## config.mk

```make
export PLATFORM = sky130hd
export DESIGN_NAME = uart_tx_buffered
export DESIGN_NICKNAME = d
export VERILOG_FILES = /design/src/rtl/uart_pkg.sv /design/src/rtl/uart_tx_fifo.sv /design/src/rtl/uart_tx_buffered.sv
export SDC_FILE = /design/constraint.sdc
export NUM_CORES = 1
export LEC_CHECK = 0
export BUFFER_PORTS_ARGS = -buffer_cell sky130_fd_sc_hd__buf_2
export CAP_MARGIN = 20
export CORE_UTILIZATION = 67
export CTS_CLUSTER_DIAMETER = 200
export DETAILED_ROUTE_END_ITERATION = 10
export PLACE_DENSITY = 0.92
export SKIP_LAST_GASP = 1
export SYNTH_ARGS = -nofsm -noshare
export SYNTH_HDL_FRONTEND = slang
export SYNTH_SLANG_ARGS = --single-unit
```

## constraint.sdc

```tcl
create_clock -name clock -period 6.8 [get_ports clock]
set_clock_uncertainty 0.1 [all_clocks]
set_input_delay 1.02 -clock clock [delete_from_list [all_inputs] [get_ports clock]]
set_output_delay 1.02 -clock clock [all_outputs]
set_load 0.02 [all_outputs]
```

## src/rtl/uart_pkg.sv

```systemverilog
// Shared types and constants for the buffered UART transmitter.
// Frame format is 8N1: one start bit, eight data bits, one stop bit.
package uart_pkg;

    localparam int UART_DATA_BITS     = 8;
    localparam int UART_FRAME_BITS    = 10;
    localparam int UART_DEFAULT_DEPTH = 16;

    typedef enum logic [1:0] {
        IDLE,
        START,
        DATA,
        STOP
    } uart_state_t;

endpackage

```

## src/rtl/uart_tx_fifo.sv

```systemverilog
// Byte FIFO feeding the UART shifter.
// Pointers carry one extra wrap bit so full and empty are distinguishable.
module uart_tx_fifo
    import uart_pkg::*;
#(
    parameter int DEPTH = UART_DEFAULT_DEPTH
) (
    input  logic                   clock,
    input  logic                   resetb,
    input  logic                   push,
    input  logic [7:0]             push_data,
    input  logic                   pop,
    output logic [7:0]             pop_data,
    output logic                   full,
    output logic                   empty,
    output logic [$clog2(DEPTH):0] level
);

    localparam int AW = $clog2(DEPTH);

    logic [AW:0] wptr;
    logic [AW:0] rptr;
    logic [7:0]  mem [DEPTH];
    logic        push_ok;
    logic        pop_ok;

    assign full    = (wptr[AW] != rptr[AW]) &&
                     (wptr[AW-1:0] == rptr[AW-1:0]);
    assign empty   = (wptr == rptr);
    assign level   = wptr - rptr;
    assign push_ok = push && !full;
    assign pop_ok  = pop && !empty;

    // Show-ahead read: the head entry is always visible to the shifter.
    assign pop_data = mem[rptr[AW-1:0]];

    // Pointer update; reset empties the FIFO and drops any push.
    always_ff @(posedge clock) begin
        if (!resetb) begin
            wptr <= '0;
            rptr <= '0;
        end else begin
            if (push_ok) begin
                wptr <= wptr + 1'b1;
            end
            if (pop_ok) begin
                rptr <= rptr + 1'b1;
            end
        end
    end

    // Storage write; contents need no reset since pointers gate reads.
    always_ff @(posedge clock) begin
        if (resetb && push_ok) begin
            mem[wptr[AW-1:0]] <= push_data;
        end
    end

endmodule

```

## src/rtl/uart_tx_buffered.sv

```systemverilog
// Buffered 8N1 UART transmitter with a runtime bit-period divider.
// Frames are sent LSB-first and back-to-back while data is queued.
module uart_tx_buffered
    import uart_pkg::*;
#(
    parameter int DEPTH = UART_DEFAULT_DEPTH,
    parameter int DIV_W = 16
) (
    input  logic                   clock,
    input  logic                   resetb,
    input  logic [DIV_W-1:0]       clk_div,
    input  logic                   tx_en,
    input  logic [7:0]             in_data,
    input  logic                   in_valid,
    output logic                   in_ready,
    output logic                   tx,
    output logic                   busy,
    output logic [$clog2(DEPTH):0] level
);

    localparam logic [DIV_W-1:0] DIV_ONE = DIV_W'(1);
    localparam logic [2:0]       LAST_BIT = 3'(UART_DATA_BITS - 1);

    uart_state_t      state;
    logic [DIV_W-1:0] eff_div;
    logic [DIV_W-1:0] baud_cnt;
    logic [DIV_W-1:0] div_sel;
    logic [2:0]       bit_cnt;
    logic [7:0]       shifter;
    logic [7:0]       fifo_data;
    logic             fifo_full;
    logic             fifo_empty;
    logic             pop;
    logic             bit_end;
    logic             can_start;

    uart_tx_fifo #(
        .DEPTH (DEPTH)
    ) u_fifo (
        .clock     (clock),
        .resetb    (resetb),
        .push      (in_valid),
        .push_data (in_data),
        .pop       (pop),
        .pop_data  (fifo_data),
        .full      (fifo_full),
        .empty     (fifo_empty),
        .level     (level)
    );

    assign in_ready  = !fifo_full;
    assign div_sel   = (clk_div == '0) ? DIV_ONE : clk_div;
    assign bit_end   = (baud_cnt == '0);
    assign can_start = tx_en && !fifo_empty;

    // A new frame is fetched from idle, or at the last stop-bit cycle.
    always_comb begin
        pop = 1'b0;
        unique case (state)
            IDLE:    pop = can_start;
            STOP:    pop = bit_end && can_start;
            default: pop = 1'b0;
        endcase
    end

    // Frame sequencer, baud counter, bit counter and output shifter.
    always_ff @(posedge clock) begin
        if (!resetb) begin
            state    <= IDLE;
            tx       <= 1'b1;
            busy     <= 1'b0;
            baud_cnt <= '0;
            bit_cnt  <= '0;
            shifter  <= '0;
            eff_div  <= DIV_ONE;
        end else begin
            unique case (state)
                IDLE: begin
                    if (pop) begin
                        state    <= START;
                        busy     <= 1'b1;
                        tx       <= 1'b0;
                        shifter  <= fifo_data;
                        eff_div  <= div_sel;
                        baud_cnt <= div_sel - 1'b1;
                    end
                end
                START: begin
                    if (bit_end) begin
                        state    <= DATA;
                        baud_cnt <= eff_div - 1'b1;
                        bit_cnt  <= '0;
                        tx       <= shifter[0];
                        shifter  <= shifter >> 1;
                    end else begin
                        baud_cnt <= baud_cnt - 1'b1;
                    end
                end
                DATA: begin
                    if (bit_end) begin
                        baud_cnt <= eff_div - 1'b1;
                        if (bit_cnt == LAST_BIT) begin
                            state <= STOP;
                            tx    <= 1'b1;
                        end else begin
                            bit_cnt <= bit_cnt + 3'd1;
                            tx      <= shifter[0];
                            shifter <= shifter >> 1;
                        end
                    end else begin
                        baud_cnt <= baud_cnt - 1'b1;
                    end
                end
                STOP: begin
                    if (bit_end) begin
                        if (pop) begin
                            state    <= START;
                            busy     <= 1'b1;
                            tx       <= 1'b0;
                            shifter  <= fifo_data;
                            eff_div  <= div_sel;
                            baud_cnt <= div_sel - 1'b1;
                        end else begin
                            state <= IDLE;
                            busy  <= 1'b0;
                            tx    <= 1'b1;
                        end
                    end else begin
                        baud_cnt <= baud_cnt - 1'b1;
                    end
                end
                default: begin
                    state <= IDLE;
                    busy  <= 1'b0;
                    tx    <= 1'b1;
                end
            endcase
        end
    end

endmodule

```

==> impl_metrics.ini <==
[run_status]
status = completed

[logic_synthesis]
netlist_instances = 761
ys_top_cells_by_area = edfxtp_1 (42%), dfxtp_1 (13%), mux4_2 (5.6%), mux2_2 (2.6%), o21ai_0 (2.6%)
ys_seq_area_share_pct = 55.2
synthesis.area_mm2 = 0.00917
synth-main-ff-cell = edfxtp_1
async_flop_share_pct = 0
synth-edff-count = 128
ys_ff_latch = 189
yosys.area.top_type = edfxtp_1
syn_area_per_cell_um2 = 12.1
synth_top_area_share_pct = 41.9
ys.warnings.count = 0
synth.net_count = 808
yosysUniqueCellTypes = 67

[global_routing]
grt_overflow = 0
antenna_found_initial = 0
grt_max_degree = 51
grtUsageTotal_pct = 33.5
grt_pass1_vias = 6716
grt_pass1_wl_um = 35500

[cts]
clock_path_buffers = 2
cts_setup_buffers = 0
cts_sinks = 189
postCtsHoldBufs = 0
numCtsBuffers = 17
cts_tree = built
insertion_delay_ps = 440
post_cts_resized = 0
path_clk_slew_ps = 70
root_buffer = clkbuf_16
cts_htree_levels = 4

[run]
cap_violations = 0

[layout]
final_common_cell = edfxtp_1
final_cell_mix = edfxtp_1 (128), dfxtp_1 (61), o21ai_0 (47)
diodes = 0
area.growth.synth_to_final_pct = 9.55
fin_cells = 975
n_fill_cell = 737
fin_nets = 833
final_core_util_pct = 75.6
drive_gt1_share_pct = 17.4

[sta]
finalCritPeriodShare_pct = 55.1
rsz0062_at_grt = false
fin_setup_tns_ps = 0
worst_slew_pin_slew_ps = 1000
final-setup-viol-count = 0
finalHoldViolCount = 0
max_slew_margin_pct = 33.2
fmax_ghz = 0.267
min_period_ps = 3750
final_max_slew_viol_count = 0

[floorplan]
pin_count = 36
dieArea_mm2 = 0.0142
start_util_pct = 69.0
fp.dieW_um = 119
rows = 42
core_mm2 = 0.0133
die_height_um = 119

[critical_path]
worstSetupStartpointType = primary input
critical_path_arrival_ps = 4020
rrSetupSlack_ps = 3620
crit_required_ps = 7080
cp_max_fo = 11
endpoint_kind = register
path_class = primary input to register

[route]
avgRoutedWirePerCell_um = 23.7
postRouteAntennaNets = 0
post-route-drc-count = 0
drt_iter0_markers = 819
viasPerCell = 6.97
first_pass_iters = 5
vias = 6795
wl_um = 23100

[power_and_ir_drop]
p_leak_nw = 3.37
max-vdd-ir-drop_v = 0.000283
total_power_mw = 3.99
p_per_area_mw_per_mm2 = 397

[place]
routabilityCongestion = 0.974
port_buffers = 35
dpl.cell_count = 942
dp.final_hpwl_um = 15000

[hold_path]
holdCritPathClass = register to register
## report_power, final
part	total, mW	internal, mW	switching (mW)
Combinational	1.58	0.586	0.992
Clock	0.968	0.513	0.454
Sequential	1.44	1.32	0.126
Total	3.99	2.42	1.57
## registers in the layout, indices dropped and copies added, names as in the netlist, 2 cells and up, named ones only
register     flops
baud_cnt        16
bit_cnt          3
eff_div         16
shifter          8
state            2
u_fifo.mem     128
u_fifo.rptr      5
u_fifo.wptr      5
## metal layers
metal | vias to the layer above | share of wire, % | global-route usage, %
met1 | 3262 | 37 | 39.9
met3 | 111 | 9.2 | 9.34
met4 | 0 | 4.7 | 18.0
li1 | 2959 | - | -
met5 | - | 0 | 0
met2 | 463 | 49 | 55.5
## cell usage after synthesis (21+ instances only)
library cell / count
nand2_1: 32
clkbuf_1: 28
nand3_1: 26
o21ai_0: 47
inv_1: 29
dfxtp_1: 61
edfxtp_1: 128
mux4_2: 23
nor3_1: 29
xnor2_1: 26
a21oi_1: 23
nor2_1: 41
mux2_2: 21
## per-stage QoR
| step | instance area (um^2) | setup WS [ps] | hold WS, ps |
|---|---|---|---|
| finish | 10000 | 3050 | 377 |
| global route | 10000 | 2840 | 393 |
| CTS | 10000 | 3140 | 377 |
| detailed placement | 9470 | 2700 | 367 |
| global placement | 9470 | 2820 | 348 |
| floorplan | 9170 | 3180 | 332 |
## area by class of cell
| class | count | area (um^2) | share of cell area [%] |
|---|---|---|---|
| clock buffer | 21 | 474 | 4.72 |
| clock inverter | 11 | 93.8 | 0.934 |
| inverter | 29 | 109 | 1.08 |
| multi-input combinational | 503 | 3830 | 38.1 |
| sequential | 189 | 5060 | 50.4 |
| tap | 176 | 220 | 2.19 |
| timing repair buffer | 46 | 255 | 2.54 |
## path summary, 6_finish.rpt
kind	from	to	depth (start not counted)
setup / recovery	clk_div[4]	baud_cnt[14]$_SDFF_PN0_	10
hold reg to reg	bit_cnt[1]$_SDFFE_PN0P_	bit_cnt[1]$_SDFFE_PN0P_	2
setup reg to reg	state[0]$_SDFFE_PN0P_	baud_cnt[15]$_SDFF_PN0_	7
hold / removal	bit_cnt[1]$_SDFFE_PN0P_	bit_cnt[1]$_SDFFE_PN0P_	2
## kinds of logic after synthesis
group	after synthesis	synth area share [%]
buffers and inverters	69	3.06
muxes	58	9.75
AOI/OAI and AO/OA	174	12.8
DFF	189	55.2
adders and majority gates	19	2.67
and+or+nand+nor	215	13.0
xor gates and xnor gates	37	3.53
## critical path, stage by stage
cell     delay (ps)
buf_2           180
nor2_1          140
and4_1          360
a21oi_1         280
ha_1            230
nor3b_1         720
nand4_1         280
or4_1           450
a31oi_1         200
a221o_1         170
No activity file was read; power rests on OpenSTA's default activity.
